## config.mk

```make
export PLATFORM = sky130hd
export DESIGN_NAME = spi_slave_control
export DESIGN_NICKNAME = d
export VERILOG_FILES = /design/src/rtl/spi_slave_control.sv
export SDC_FILE = /design/constraint.sdc
export NUM_CORES = 1
export LEC_CHECK = 0
export ABC_CLOCK_PERIOD_IN_PS = 2700
export CAP_MARGIN = 25
export CORE_MARGIN = 4
export CORE_UTILIZATION = 55
export DETAILED_ROUTE_END_ITERATION = 10
export HOLD_SLACK_MARGIN = 0.1
export PLACE_DENSITY = 0.81
export SETUP_SLACK_MARGIN = 0.1
export SLEW_MARGIN = 30
export SYNTH_ARGS = -nofsm -noshare
export SYNTH_HDL_FRONTEND = slang
export SYNTH_SLANG_ARGS = --single-unit
```

## constraint.sdc

```tcl
create_clock -name clk_i -period 2.7 [get_ports clk_i]
set_input_delay 0.27 -clock clk_i [delete_from_list [all_inputs] [get_ports clk_i]]
set_output_delay 0.27 -clock clk_i [all_outputs]
set_load 0.05 [all_outputs]
```

## src/rtl/spi_slave_control.sv

```systemverilog
// SPI responder (CPOL=1): oversampled pins, LSB-first rx word assembly, padded tx return.
// Pin edge to internal action is SYNC_STAGES+1 clk_i cycles. There is no backpressure; tx_load_i is accepted only while idle.
module spi_slave_control #(
    parameter int SYNC_STAGES = 2
) (
    input  logic        clk_i,
    input  logic        rstn_i,
    input  logic        spi_clk_i,
    input  logic        spi_cs_n_i,
    input  logic        spi_mosi_i,
    output logic        spi_miso_o,
    input  logic [31:0] tx_data_i,
    input  logic [2:0]  tx_bytes_valid_i,
    input  logic        tx_load_i,
    output logic        tx_ready_o,
    output logic [31:0] rx_data_o,
    output logic [2:0]  rx_bytes_valid_o,
    output logic        rx_word_valid_o,
    output logic        busy_o
);

    typedef enum logic {
        ST_IDLE   = 1'b0,
        ST_ACTIVE = 1'b1
    } state_t;

    state_t state_q;
    state_t state_nxt;

    logic [SYNC_STAGES-1:0] sclk_sync;
    logic [SYNC_STAGES-1:0] cs_sync;
    logic [SYNC_STAGES-1:0] mosi_sync;
    logic                   sclk_prev;

    logic sclk_s;
    logic cs_low;
    logic mosi_s;
    logic sclk_rise;
    logic sclk_fall;

    logic [31:0] tx_buf;
    logic [2:0]  tx_cnt;
    logic [2:0]  bit_cnt;
    logic [2:0]  byte_cnt;
    logic [2:0]  rx_fill;
    logic [6:0]  rx_shift;
    logic [7:0]  rx_byte;

    // Synchronisers flush to the bus idle levels so reset never fakes an edge.
    always_ff @(posedge clk_i) begin
        if (!rstn_i) begin
            sclk_sync <= '1;
            cs_sync   <= '1;
            mosi_sync <= '0;
            sclk_prev <= 1'b1;
        end else begin
            sclk_sync <= {sclk_sync[SYNC_STAGES-2:0], spi_clk_i};
            cs_sync   <= {cs_sync[SYNC_STAGES-2:0], spi_cs_n_i};
            mosi_sync <= {mosi_sync[SYNC_STAGES-2:0], spi_mosi_i};
            sclk_prev <= sclk_s;
        end
    end

    assign sclk_s    = sclk_sync[SYNC_STAGES-1];
    assign cs_low    = ~cs_sync[SYNC_STAGES-1];
    assign mosi_s    = mosi_sync[SYNC_STAGES-1];
    assign sclk_rise = sclk_s & ~sclk_prev;
    assign sclk_fall = ~sclk_s & sclk_prev;
    assign rx_byte   = {mosi_s, rx_shift};

    always_ff @(posedge clk_i) begin
        if (!rstn_i) begin
            state_q <= ST_IDLE;
        end else begin
            state_q <= state_nxt;
        end
    end

    always_comb begin
        state_nxt = state_q;
        case (state_q)
            ST_IDLE:   if (cs_low)  state_nxt = ST_ACTIVE;
            ST_ACTIVE: if (!cs_low) state_nxt = ST_IDLE;
            default:   state_nxt = ST_IDLE;
        endcase
    end

    always_comb begin
        tx_ready_o = (state_q == ST_IDLE);
        busy_o     = (state_q == ST_ACTIVE);
    end

    always_ff @(posedge clk_i) begin
        if (!rstn_i) begin
            tx_buf           <= '0;
            tx_cnt           <= '0;
            bit_cnt          <= '0;
            byte_cnt         <= '0;
            rx_fill          <= '0;
            rx_shift         <= '0;
            rx_data_o        <= '0;
            rx_bytes_valid_o <= '0;
            rx_word_valid_o  <= 1'b0;
            spi_miso_o       <= 1'b1;
        end else begin
            rx_word_valid_o <= 1'b0;
            if (state_q == ST_IDLE) begin
                spi_miso_o <= 1'b1;
                if (tx_load_i) begin
                    tx_buf <= tx_data_i;
                    tx_cnt <= (tx_bytes_valid_i > 3'd4) ? 3'd4 : tx_bytes_valid_i;
                end
                if (cs_low) begin
                    bit_cnt          <= '0;
                    byte_cnt         <= '0;
                    rx_fill          <= '0;
                    rx_data_o        <= '0;
                    rx_bytes_valid_o <= '0;
                end
            end else if (!cs_low) begin
                // Deselect overrides any coincident SCLK edge; the partial byte is dropped.
                spi_miso_o <= 1'b1;
                bit_cnt    <= '0;
            end else begin
                if (sclk_fall) begin
                    spi_miso_o <= (byte_cnt < tx_cnt) ? tx_buf[{byte_cnt[1:0], bit_cnt}] : 1'b1;
                end
                if (sclk_rise) begin
                    if (bit_cnt == 3'd7) begin
                        bit_cnt <= '0;
                        if (byte_cnt != 3'd4) begin
                            byte_cnt <= byte_cnt + 3'd1;
                        end
                        if (rx_fill < 3'd4) begin
                            rx_data_o[{rx_fill[1:0], 3'b000} +: 8] <= rx_byte;
                            rx_fill          <= rx_fill + 3'd1;
                            rx_bytes_valid_o <= rx_fill + 3'd1;
                            rx_word_valid_o  <= (rx_fill == 3'd3);
                        end else begin
                            rx_data_o        <= {24'b0, rx_byte};
                            rx_fill          <= 3'd1;
                            rx_bytes_valid_o <= 3'd1;
                        end
                    end else begin
                        rx_shift[bit_cnt] <= mosi_s;
                        bit_cnt           <= bit_cnt + 3'd1;
                    end
                end
            end
        end
    end

endmodule

```

==> results of run 1 <==
==> power by group <==
group | internal (W) | switching [W]
clock | 0.000431 | 0.000497
combinational | 0.0000936 | 0.000101
sequential | 0.00140 | 0.0000222
==> registers in the layout, indices dropped and copies added, names as in the netlist, 2 cells and up <==
signal     flops
rx_data_o     32
tx_cnt         3
rx_fill        3
cs_sync        2
mosi_sync      2
byte_cnt       3
bit_cnt        3
tx_buf        32
sclk_sync      2
rx_shift       7
==> stage by stage <==
step,setup slack (ns),cells,util [%]
final,0.454,646,72.5
after global routing,0.289,646,72.5
after CTS,0.470,646,72.5
after detailed placement,0.472,630,69.7
after global placement,0.577,630,69.7
after floorplan,0.550,477,-
==> path summary, 6_finish.rpt <==
kind	end
setup / recovery	rx_data_o[31]$_SDFFE_PN0P_
hold / removal	sclk_sync[1]$_SDFF_PN1_
setup reg to reg	rx_data_o[31]$_SDFFE_PN0P_
hold reg to reg	sclk_sync[1]$_SDFF_PN1_
==> layout make-up <==
type | instances | area (um2)
clock inverter | 7 | 72.6
fill | 551 | 1910
clock buffer | 9 | 124
tap | 96 | 120
multi-input combinational | 345 | 1980
inverter | 11 | 41.3
timing repair buffer | 85 | 836
sequential | 93 | 1860
==> routing by layer <==
layer	part of all wire, %	GRT usage [%]	vias to the layer above
li1	-	-	1795
met1	42	29.1	1686
met2	49	37.2	96
met3	6.9	3.86	17
met4	1.9	9.52	0
met5	0	0	-
==> cells by family (layout without fill, tap and decap cells) <==
| group | Yosys count | after routing | share of synthesized area, % |
|---|---|---|---|
| AND/OR/NAND/NOR | 189 | 189 | 22.9 |
| AO/OA/AOI/OAI | 128 | 128 | 18.1 |
| flip-flops | 93 | 93 | 46.4 |
| buffers and inverters | 39 | 112 | 4.33 |
| multiplexers | 17 | 17 | 4.77 |
| adder cells (fa/ha/maj) | 11 | 11 | 3.43 |
==> critical path: stages, from the launching register on <==
cell and delay [ns]:
dfxtp_1 0.67, ha_1 0.31, nand3b_1 0.14, a21o_2 0.46, nor2_4 0.28, nand3_1 0.11, a21oi_1 0.19
==> synth_stat cells, types with 2 or more instances <==
library cell | n | share of area (%)
a211o_1 | 2 | 0.44
a21oi_1 | 78 | 9.7
a22oi_1 | 3 | 0.56
and2_1 | 2 | 0.31
and3_1 | 3 | 0.47
and3b_1 | 2 | 0.44
buf_1 | 2 | 0.19
buf_2 | 13 | 1.6
clkbuf_1 | 11 | 1.0
dfxtp_1 | 93 | 46
ha_1 | 11 | 3.4
inv_1 | 10 | 0.94
mux2_1 | 2 | 0.56
mux2i_1 | 12 | 3.0
nand2_1 | 85 | 7.9
nand2b_1 | 11 | 1.7
nand3_1 | 41 | 5.1
nand3b_1 | 4 | 0.75
nor2_1 | 24 | 2.2
nor2_4 | 4 | 1.1
nor2b_1 | 6 | 0.94
o211ai_1 | 2 | 0.37
o21ai_0 | 29 | 3.6
==> results by group, run 1 <==
Placement
  – Buffers on Ports: 79
  – RePlAce Congestion: 0.845
  – Placed cell areas: 4840 um2
  – Final HPWL DP: 6860 um

Global route
  – Initial antenna violation count: 0
  – Number of global-route vias before repair: 3399
  – Grt total ovfl: 0
  – Largest net degree at the start of global routing: 41
  – Gr usage total: 22.6%
  – First-pass GRT wire length: 15700 um

Clock network
  – Clock Root Buffer: clkbuf_8
  – Worst-case clock buffer depth: 2
  – Clock sinks: 93
  – Hold buffer count at CTS: 0
  – CTS tree: yes
  – Later-pin clock latency in the skew report: 0.37 ns
  – H-tree depth: 3
  – CTS Buf Count: 9
  – Post-CTS setup buffers: 0
  – Clk slew on worst S/H paths: 0.09 ns
  – Post-CTS Resized: 0

Drt
  – Via density: 5.56
  – Drt total wl: 9710 um
  – Remaining antenna violation count after routing: 0
  – DRC viols: 0
  – First-pass detailed-route iteration total: 4
  – Drt initial violations: 247
  – Routed WL per cell: 15.0 um
  – Via count: 3594

Timing
  – RSZ-0062 raised after global routing: no
  – Final Max Slew Viols: 0
  – Crit path time final: 2.25 ns
  – Clk_skew: 0.0141 ns
  – Min Hold Slack: 0.415 ns
  – Worst-margin pin slew: 0.645 ns
  – Slew margin rel.: 57.0%
  – Final setup fails: 0
  – TNS Setup: 0 ns
  – Achievable frequency: 0.445 GHz
  – Fin. Hold Viols: 0
  – Crit share post-route: 83.2%

Logic synthesis
  – Main flop type after synthesis: dfxtp_1
  – Warnings, synthesis: 0
  – Sequential area share after synthesis: 46.4%
  – Flops & latches, synth: 93
  – Post-Syn Area: 4010 um2
  – Async set-reset flop share out of synthesis: 0%
  – Post-synth cell types: 50
  – Post-synth net total: 529
  – Synthesized area per cell: 8.41 um2
  – Synth Instances: 477
  – Post-synth EDFFs: 0

Finish
  – Final Cell Area: 5040 um2
  – Most frequent cells in the layout: dfxtp_1, nand2_1, clkdlybuf4s50_1, a21oi_1, nand3_1
  – Leading cell type in the layout, fill and taps excluded: dfxtp_1
  – Antenna diode count: 0
  – Post-layout nets: 597
  – Share of cells above drive strength 1: 7.09%
  – Synthesis-to-finish area growth: 25.5%

Flow run
  – Max-Cap Viols: 0

Worst hold path
  – Worst Hold Launch: sclk_sync[0]$_SDFF_PN1_
  – Hold Path Stages: 1
  – Tightest Hold Check Type: reg -> reg

Setup path
  – Reg2reg path depth: 6
  – Critical Path End Type: flip-flop
  – Critical R2R Launch: bit_cnt[2]$_SDFFE_PN0P_
  – Crit path from: bit_cnt[2]$_SDFFE_PN0P_
  – CP arrival: 2.54 ns
  – Crit start category: flip-flop
  – CP Data Required Time: 2.99 ns
  – Worst Setup Path Type: reg -> reg
  – R2R setup slack: 0.45 ns
  – Crit-path max FO: 35

Pwr
  – Cell Pwr Density: 506 nW/um2
  – Worst vdd ir: 280 uV
  – Total power: 0.00255 W
  – Pleak: 1.80 nW

Die
  – Initial Utilization: 57.8%
  – Row cnt: 30
  – # IOs: 80
  – Die Wd: 93.4 um
  – Die Span Y: 93.4 um
  – Die area: 8730 um2
  – Core area: 6940 um2

Run status
  – Status: finished, final reports clean
Note: power is estimated with default switching activity, not from simulation.
==> inputs of run 2 (changes only) <==
ABC_CLOCK_PERIOD_IN_PS = 2200   (was 2700)
CORE_UTILIZATION = 51   (was 55)
PLACE_DENSITY = 0.76   (was 0.81)
clock period = 2.2 ns   (was 2.7 ns; I/O delays follow)
==> run 2 against run 1 <==
Effect of this change:
- critical path depth decreased by 4
- via count shrank 1.9%
- power increased by 27%
- sequential share of layout area is 0.57 points lower
- combinational power is 25% higher
- worst hold slack lost 0.013 ns
- sequential cell count did not move
- largest cell class unchanged
==> results by group, run 2 (synthesized netlist as in run 1, its figures left out) <==
Run status
  – Status: finished, final reports clean

Drt
  – First-pass detailed-route iteration total: 4 (unchanged)
  – Drt total wl: 9440 um (-2.8%)
  – DRC viols: 0 (unchanged)
  – Via density: 5.37 (-3.5%)
  – Routed WL per cell: 14.4 um (-4.5%)
  – Remaining antenna violation count after routing: 0 (unchanged)
  – Via count: 3527 (-1.9%)
  – Drt initial violations: 210 (-15%)

Die
  – Row cnt: 32 (+6.7%)
  – Die Span Y: 96.7 um (+3.5%)
  – Die Wd: 96.7 um (+3.5%)
  – Die area: 9350 um2 (+7.2%)
  – Initial Utilization: 52.2% (-5.6 points)
  – # IOs: 80 (unchanged)
  – Core area: 7690 um2 (+11%)

Clock network
  – Clock Root Buffer: clkbuf_8
  – Post-CTS Resized: 1 (+1)
  – Worst-case clock buffer depth: 2 (unchanged)
  – Clock sinks: 93 (unchanged)
  – Later-pin clock latency in the skew report: 0.36 ns (about the same)
  – CTS Buf Count: 9 (unchanged)
  – H-tree depth: 3 (unchanged)
  – CTS tree: yes
  – Hold buffer count at CTS: 0 (unchanged)
  – Clk slew on worst S/H paths: 0.09 ns (about the same)
  – Post-CTS setup buffers: 0 (unchanged)

Global route
  – Grt total ovfl: 0 (unchanged)
  – Largest net degree at the start of global routing: 41 (unchanged)
  – Gr usage total: 20.7% (-1.9 points)
  – Initial antenna violation count: 0 (unchanged)
  – Number of global-route vias before repair: 3315 (-2.5%)
  – First-pass GRT wire length: 16000 um (+2.2%)

Finish
  – Post-layout nets: 602 (+0.84%)
  – Synthesis-to-finish area growth: 27.6%
  – Biggest regs: rx_data_o: 32 flops, tx_buf: 32 flops, rx_shift: 7 flops
  – Antenna diode count: 0 (unchanged)
  – Share of cells above drive strength 1: 8.47% (+1.4 points)
  – Most frequent cells in the layout: dfxtp_1, nand2_1, a21oi_1, clkdlybuf4s50_1, nand3_1
  – Leading cell type in the layout, fill and taps excluded: dfxtp_1
  – Fill cells: 669 (+21%)

Timing
  – Clk_skew: 0.00983 ns (-0.00427 ns)
  – Final Max Slew Viols: 0 (unchanged)
  – Fin. Hold Viols: 0 (unchanged)
  – Slew margin rel.: 57.4% (+0.38 points)
  – Min Hold Slack: 0.402 ns (-0.0130 ns)
  – RSZ-0062 raised after global routing: no
  – Final setup fails: 0 (unchanged)
  – Achievable frequency: 0.517 GHz
  – Crit path time final: 1.93 ns
  – Worst-margin pin slew: 0.637 ns (-0.00810 ns)
  – TNS Setup: 0 ns (unchanged)
  – Crit share post-route: 87.9%

Setup path
  – R2R setup slack: 0.32 ns (-0.13 ns)
  – Worst Setup Path Type: reg -> out
  – RR Endpoint: rx_data_o[12]$_SDFFE_PN0P_
  – Crit start category: flip-flop
  – Critical Path End Type: primary output
  – Reg2reg path depth: 7 (+1)
  – Critical R2R Launch: rx_fill[0]$_SDFFE_PN0P_
  – CP Data Required Time: 1.98 ns (-1.01 ns)
  – CP arrival: 1.71 ns (-0.83 ns)
  – Crit-path max FO: 15 (-57%)

Pwr
  – Cell Pwr Density: 633 nW/um2 (+25%)
  – Total power: 0.00324 W (+27%)
  – Worst vdd ir: 385 uV (+38%)
  – Pleak: 1.85 nW (+2.5%)

Placement
  – Buffers on Ports: 79 (unchanged)
  – Final HPWL DP: 6730 um (-1.9%)
  – RePlAce Congestion: 0.902 (+6.7%)

Worst hold path
  – Hold EP: tx_buf[6]$_SDFFE_PN0P_
  – Worst Hold Launch: tx_data_i[6]
  – Hold Path Stages: 3 (+2)
  – Tightest Hold Check Type: in -> reg

Flow run
  – Max-Cap Viols: 0 (unchanged)
run 2: area by class of cell:
class	count	area, um2	area share, %
inverters	11	41.3	0.806
clock buffers	9	124	2.42
multi-input cells	345	1980	38.7
clock inverters	7	97.6	1.91
well taps	102	128	2.49
flip-flops and latches	93	1860	36.4
repair buffers	90	885	17.3
run 2: how the worst max path moves through the flow:
stage / cells past startpoint / endpoint / slack (ns) / from
floorplan: 8 / rx_data_o[15]$_SDFFE_PN0P_ / 0.21 / rx_fill[1]$_SDFFE_PN0P_
global placement: 5 / rx_data_o[13]$_SDFFE_PN0P_ / 0.36 / busy_o$_SDFF_PN0_
detailed placement: 7 / rx_data_o[12]$_SDFFE_PN0P_ / 0.29 / rx_fill[0]$_SDFFE_PN0P_
CTS: 2 / tx_ready_o / 0.11 / busy_o$_SDFF_PN0_
global route: 7 / rx_data_o[21]$_SDFFE_PN0P_ / 0.10 / rx_fill[0]$_SDFFE_PN0P_
finish: 2 / tx_ready_o / 0.27 / busy_o$_SDFF_PN0_
run 2: worst max-delay path, cell delays in order, from the launching register on:
cell	delay, ns
dfxtp_2	0.41
inv_2	0.14
clkdlybuf4s50_1	0.81
run 2: power by group:
part | total [W] | switching [W] | internal [W]
clock | 0.00125 | 0.000604 | 0.000646
sequential | 0.00175 | 0.0000258 | 0.00172
combinational | 0.000243 | 0.000123 | 0.000120
run 2: layer usage:
| metal | track usage (%) | vias to the layer above | part of all wire (%) |
|---|---|---|---|
| li1 | - | 1800 | - |
| met1 | 27.4 | 1620 | 44 |
| met5 | 0 | - | 0 |
| met3 | 4.11 | 13 | 5.9 |
| met2 | 33.9 | 94 | 49 |
| met4 | 7.02 | 0 | 1.4 |
run 2: per-stage QoR:
step	instances	area [um2]	utilization, %	worst slack [ns]
6_report	657	5120	66.6	0.267
5_1_grt	657	5120	66.6	0.101
4_1_cts	657	5120	66.6	0.106
3_5_place_dp	641	4900	63.7	0.293
3_3_place_gp	641	4900	63.7	0.361
2_1_floorplan	477	4020	-	0.215
==> inputs of run 3 (changes only) <==
CORE_UTILIZATION = 41   (was 51)
PLACE_DENSITY = 0.69   (was 0.76)
==> run 3 against run 2 <==
Effect of this change:
- worst hold slack better by 0.0033 ns
- via count down 0.43%
- non-clock buffer count up 2
- global-route usage down 3.8 points
- sequential cell count unchanged
- highest routed layer unchanged
==> results by group, run 3 (synthesized netlist as in run 1, its figures left out) <==
Run status
  – Status: finished, final reports clean

Setup path
  – Crit path from: busy_o$_SDFF_PN0_
  – Worst-path cell chain: inv_2 > clkdlybuf4s50_1
  – Worst Setup Path Type: reg -> out
  – Reg2reg path depth: 7 (unchanged)
  – RR Endpoint: rx_data_o[12]$_SDFFE_PN0P_
  – Worst setup path endpoint: tx_ready_o
  – CP arrival: 1.74 ns (+0.03 ns)
  – Max stage delay on crit path: 0.82 ns (about the same)
  – Crit-path max FO: 15 (unchanged)
  – Crit start category: flip-flop
  – R2R setup slack: 0.26 ns (-0.06 ns)
  – CP Data Required Time: 1.98 ns (about the same)
  – Critical Path Slowest Stage Cell: clkdlybuf4s50_1
  – Critical Path End Type: primary output
  – Critical R2R Launch: rx_fill[0]$_SDFFE_PN0P_

Finish
  – Final Cell Area: 5130 um2 (+0.24%)
  – Fill cells: 898 (+34%)
  – Fin util: 54.8% (-12 points)
  – Post-layout nets: 604 (+0.33%)
  – Most frequent cells in the layout: dfxtp_1, nand2_1, a21oi_1, clkdlybuf4s50_1, nand3_1
  – Cell Count, Final, Fillers Out: 686 (+4.4%)
  – Biggest regs: rx_data_o: 32 flops, tx_buf: 32 flops, rx_shift: 7 flops
  – Synthesis-to-finish area growth: 27.9%
  – Share of cells above drive strength 1: 8.44% (-0.030 points)
  – Antenna diode count: 0 (unchanged)
  – Leading cell type in the layout, fill and taps excluded: dfxtp_1

Global route
  – Grt total ovfl: 0 (unchanged)
  – Met3 Track Usage GR: 3.91% (-0.20 points)
  – M1 GR Usage: 22.9% (-4.5 points)
  – Initial antenna violation count: 0 (unchanged)
  – First-pass GRT wire length: 15700 um (-2.0%)
  – Global routing's busiest layer: met2
  – Gr usage total: 16.9% (-3.8 points)
  – Met2 global-route usage: 27.1% (-6.8 points)
  – Number of global-route vias before repair: 3274 (-1.2%)
  – Largest net degree at the start of global routing: 36 (-12%)

Flow run
  – Max-Cap Viols: 0 (unchanged)

Clock network
  – Clk slew on worst S/H paths: 0.09 ns (about the same)
  – H-tree depth: 3 (unchanged)
  – Hold buffer count at CTS: 0 (unchanged)
  – Clock Root Buffer: clkbuf_8
  – Clock sinks: 93 (unchanged)
  – CTS Buf Count: 9 (unchanged)
  – Post-CTS setup buffers: 0 (unchanged)
  – CTS tree: yes
  – Later-pin clock latency in the skew report: 0.35 ns (about the same)
  – Worst-case clock buffer depth: 2 (unchanged)

Drt
  – Drt initial violations: 162 (-23%)
  – Routed WL per cell: 13.9 um (-3.2%)
  – First-pass detailed-route iteration total: 4 (unchanged)
  – Via density: 5.12 (-4.6%)
  – Drt total wl: 9540 um (+1.1%)
  – Via count: 3512 (-0.43%)
  – Remaining antenna violation count after routing: 0 (unchanged)
  – DRC viols: 0 (unchanged)

Die
  – # IOs: 80 (unchanged)
  – Die Span Y: 107 um (+11%)
  – Core area: 9370 um2 (+22%)
  – Row cnt: 35 (+9.4%)
  – Initial Utilization: 42.8% (-9.4 points)
  – Die area: 11400 um2 (+22%)
  – Die Wd: 107 um (+11%)

Placement
  – Placed insts: 670 (+4.5%)
  – Placed cell areas: 4930 um2 (+0.74%)
  – Buffers on Ports: 79 (unchanged)
  – Final HPWL DP: 6900 um (+2.4%)
  – RePlAce Congestion: 0.822 (-8.9%)

Timing
  – Crit share post-route: 89.1% (+1.3 points)
  – Slew margin rel.: 59.8% (+2.4 points)
  – Worst-margin pin slew: 0.599 ns (-0.0379 ns)
  – Final Max Slew Viols: 0 (unchanged)
  – Achievable frequency: 0.510 GHz (-1.4%)
  – Crit path time final: 1.96 ns (+0.0283 ns)
  – TNS Setup: 0 ns (unchanged)
  – Clk_skew: 0.00991 ns (+0.0000825 ns)
  – Final setup fails: 0 (unchanged)
  – RSZ-0062 raised after global routing: no
  – Fin. Hold Viols: 0 (unchanged)

Pwr
  – Total power: 0.00311 W (-4.0%)
  – Cell Pwr Density: 607 nW/um2 (-4.2%)
  – Pleak: 1.84 nW (-0.60%)
  – Worst vdd ir: 326 uV (-15%)

Worst hold path
  – Tightest Hold Check Type: in -> reg
[run 3: cell types whose count changed in the layout (fill, tap and decap cells not counted)]
cell,previous run,this run
a21o_2,1,0
nor2_1,24,23
and4b_2,1,0
nor2_2,0,1
buf_4,10,13
and4b_1,0,1
a21o_4,0,1
inv_6,2,1
buf_12,1,0
bufinv_16,2,1
clkbuf_1,0,2
[run 3: worst min path at each step]
stage,slack (ns),depth (start not counted),start,endpoint
finish,0.40,3,tx_data_i[14],tx_buf[14]$_SDFFE_PN0P_
global route,0.39,3,tx_data_i[6],tx_buf[6]$_SDFFE_PN0P_
CTS,0.39,3,tx_data_i[8],tx_buf[8]$_SDFFE_PN0P_
detailed placement,0.39,1,sclk_sync[0]$_SDFF_PN1_,sclk_sync[1]$_SDFF_PN1_
global placement,0.39,1,sclk_sync[0]$_SDFF_PN1_,sclk_sync[1]$_SDFF_PN1_
floorplan,0.29,1,rstn_i,cs_sync[0]$_SDFF_PN1_
[run 3: per-stage QoR]
| step | setup slack [ns] | hold WS, ns |
|---|---|---|
| final | 0.239 | 0.405 |
| after global routing | 0.105 | 0.389 |
| after CTS | 0.170 | 0.388 |
| after detailed placement | 0.168 | 0.393 |
| after global placement | 0.258 | 0.394 |
| after floorplan | 0.215 | 0.293 |
[run 3: repair_timing]
item / in CTS / in global routing
resized for setup: 2 / 2
cloned: 0 / 0
endpoints found under the setup margin: 2 / 7
[run 3: cell type report]
class	count	area, um2	area share (%)
Multi-Input combinational cell	345	1990	38.8
Sequential cell	93	1860	36.3
Timing Repair Buffer	92	887	17.3
Tap cell	129	161	3.14
Clock buffer	11	131	2.56
Clock inverter	5	58.8	1.15
Inverter	11	41.3	0.804
[run 3: per-layer routing]
metal	routed length, um	up-vias
li1	-	1801
met1	4240	1613
met2	4590	88
met3	583	10
met4	121	0
met5	0	-
[run 3: report_power, final]
part	switching [W]	leakage, nW	total [W]	internal (W)
sequential	0.0000263	0.758	0.00175	0.00172
clock	0.000591	0.0899	0.00112	0.000529
combinational	0.000123	0.987	0.000244	0.000121
total	0.000741	1.84	0.00311	0.00237
[run 3: worst max-delay path: cells and delay by family (launching register included)]
family | cells | cell delay [ns]
flip-flops | 1 | 0.42
buffers and inverters | 2 | 0.97
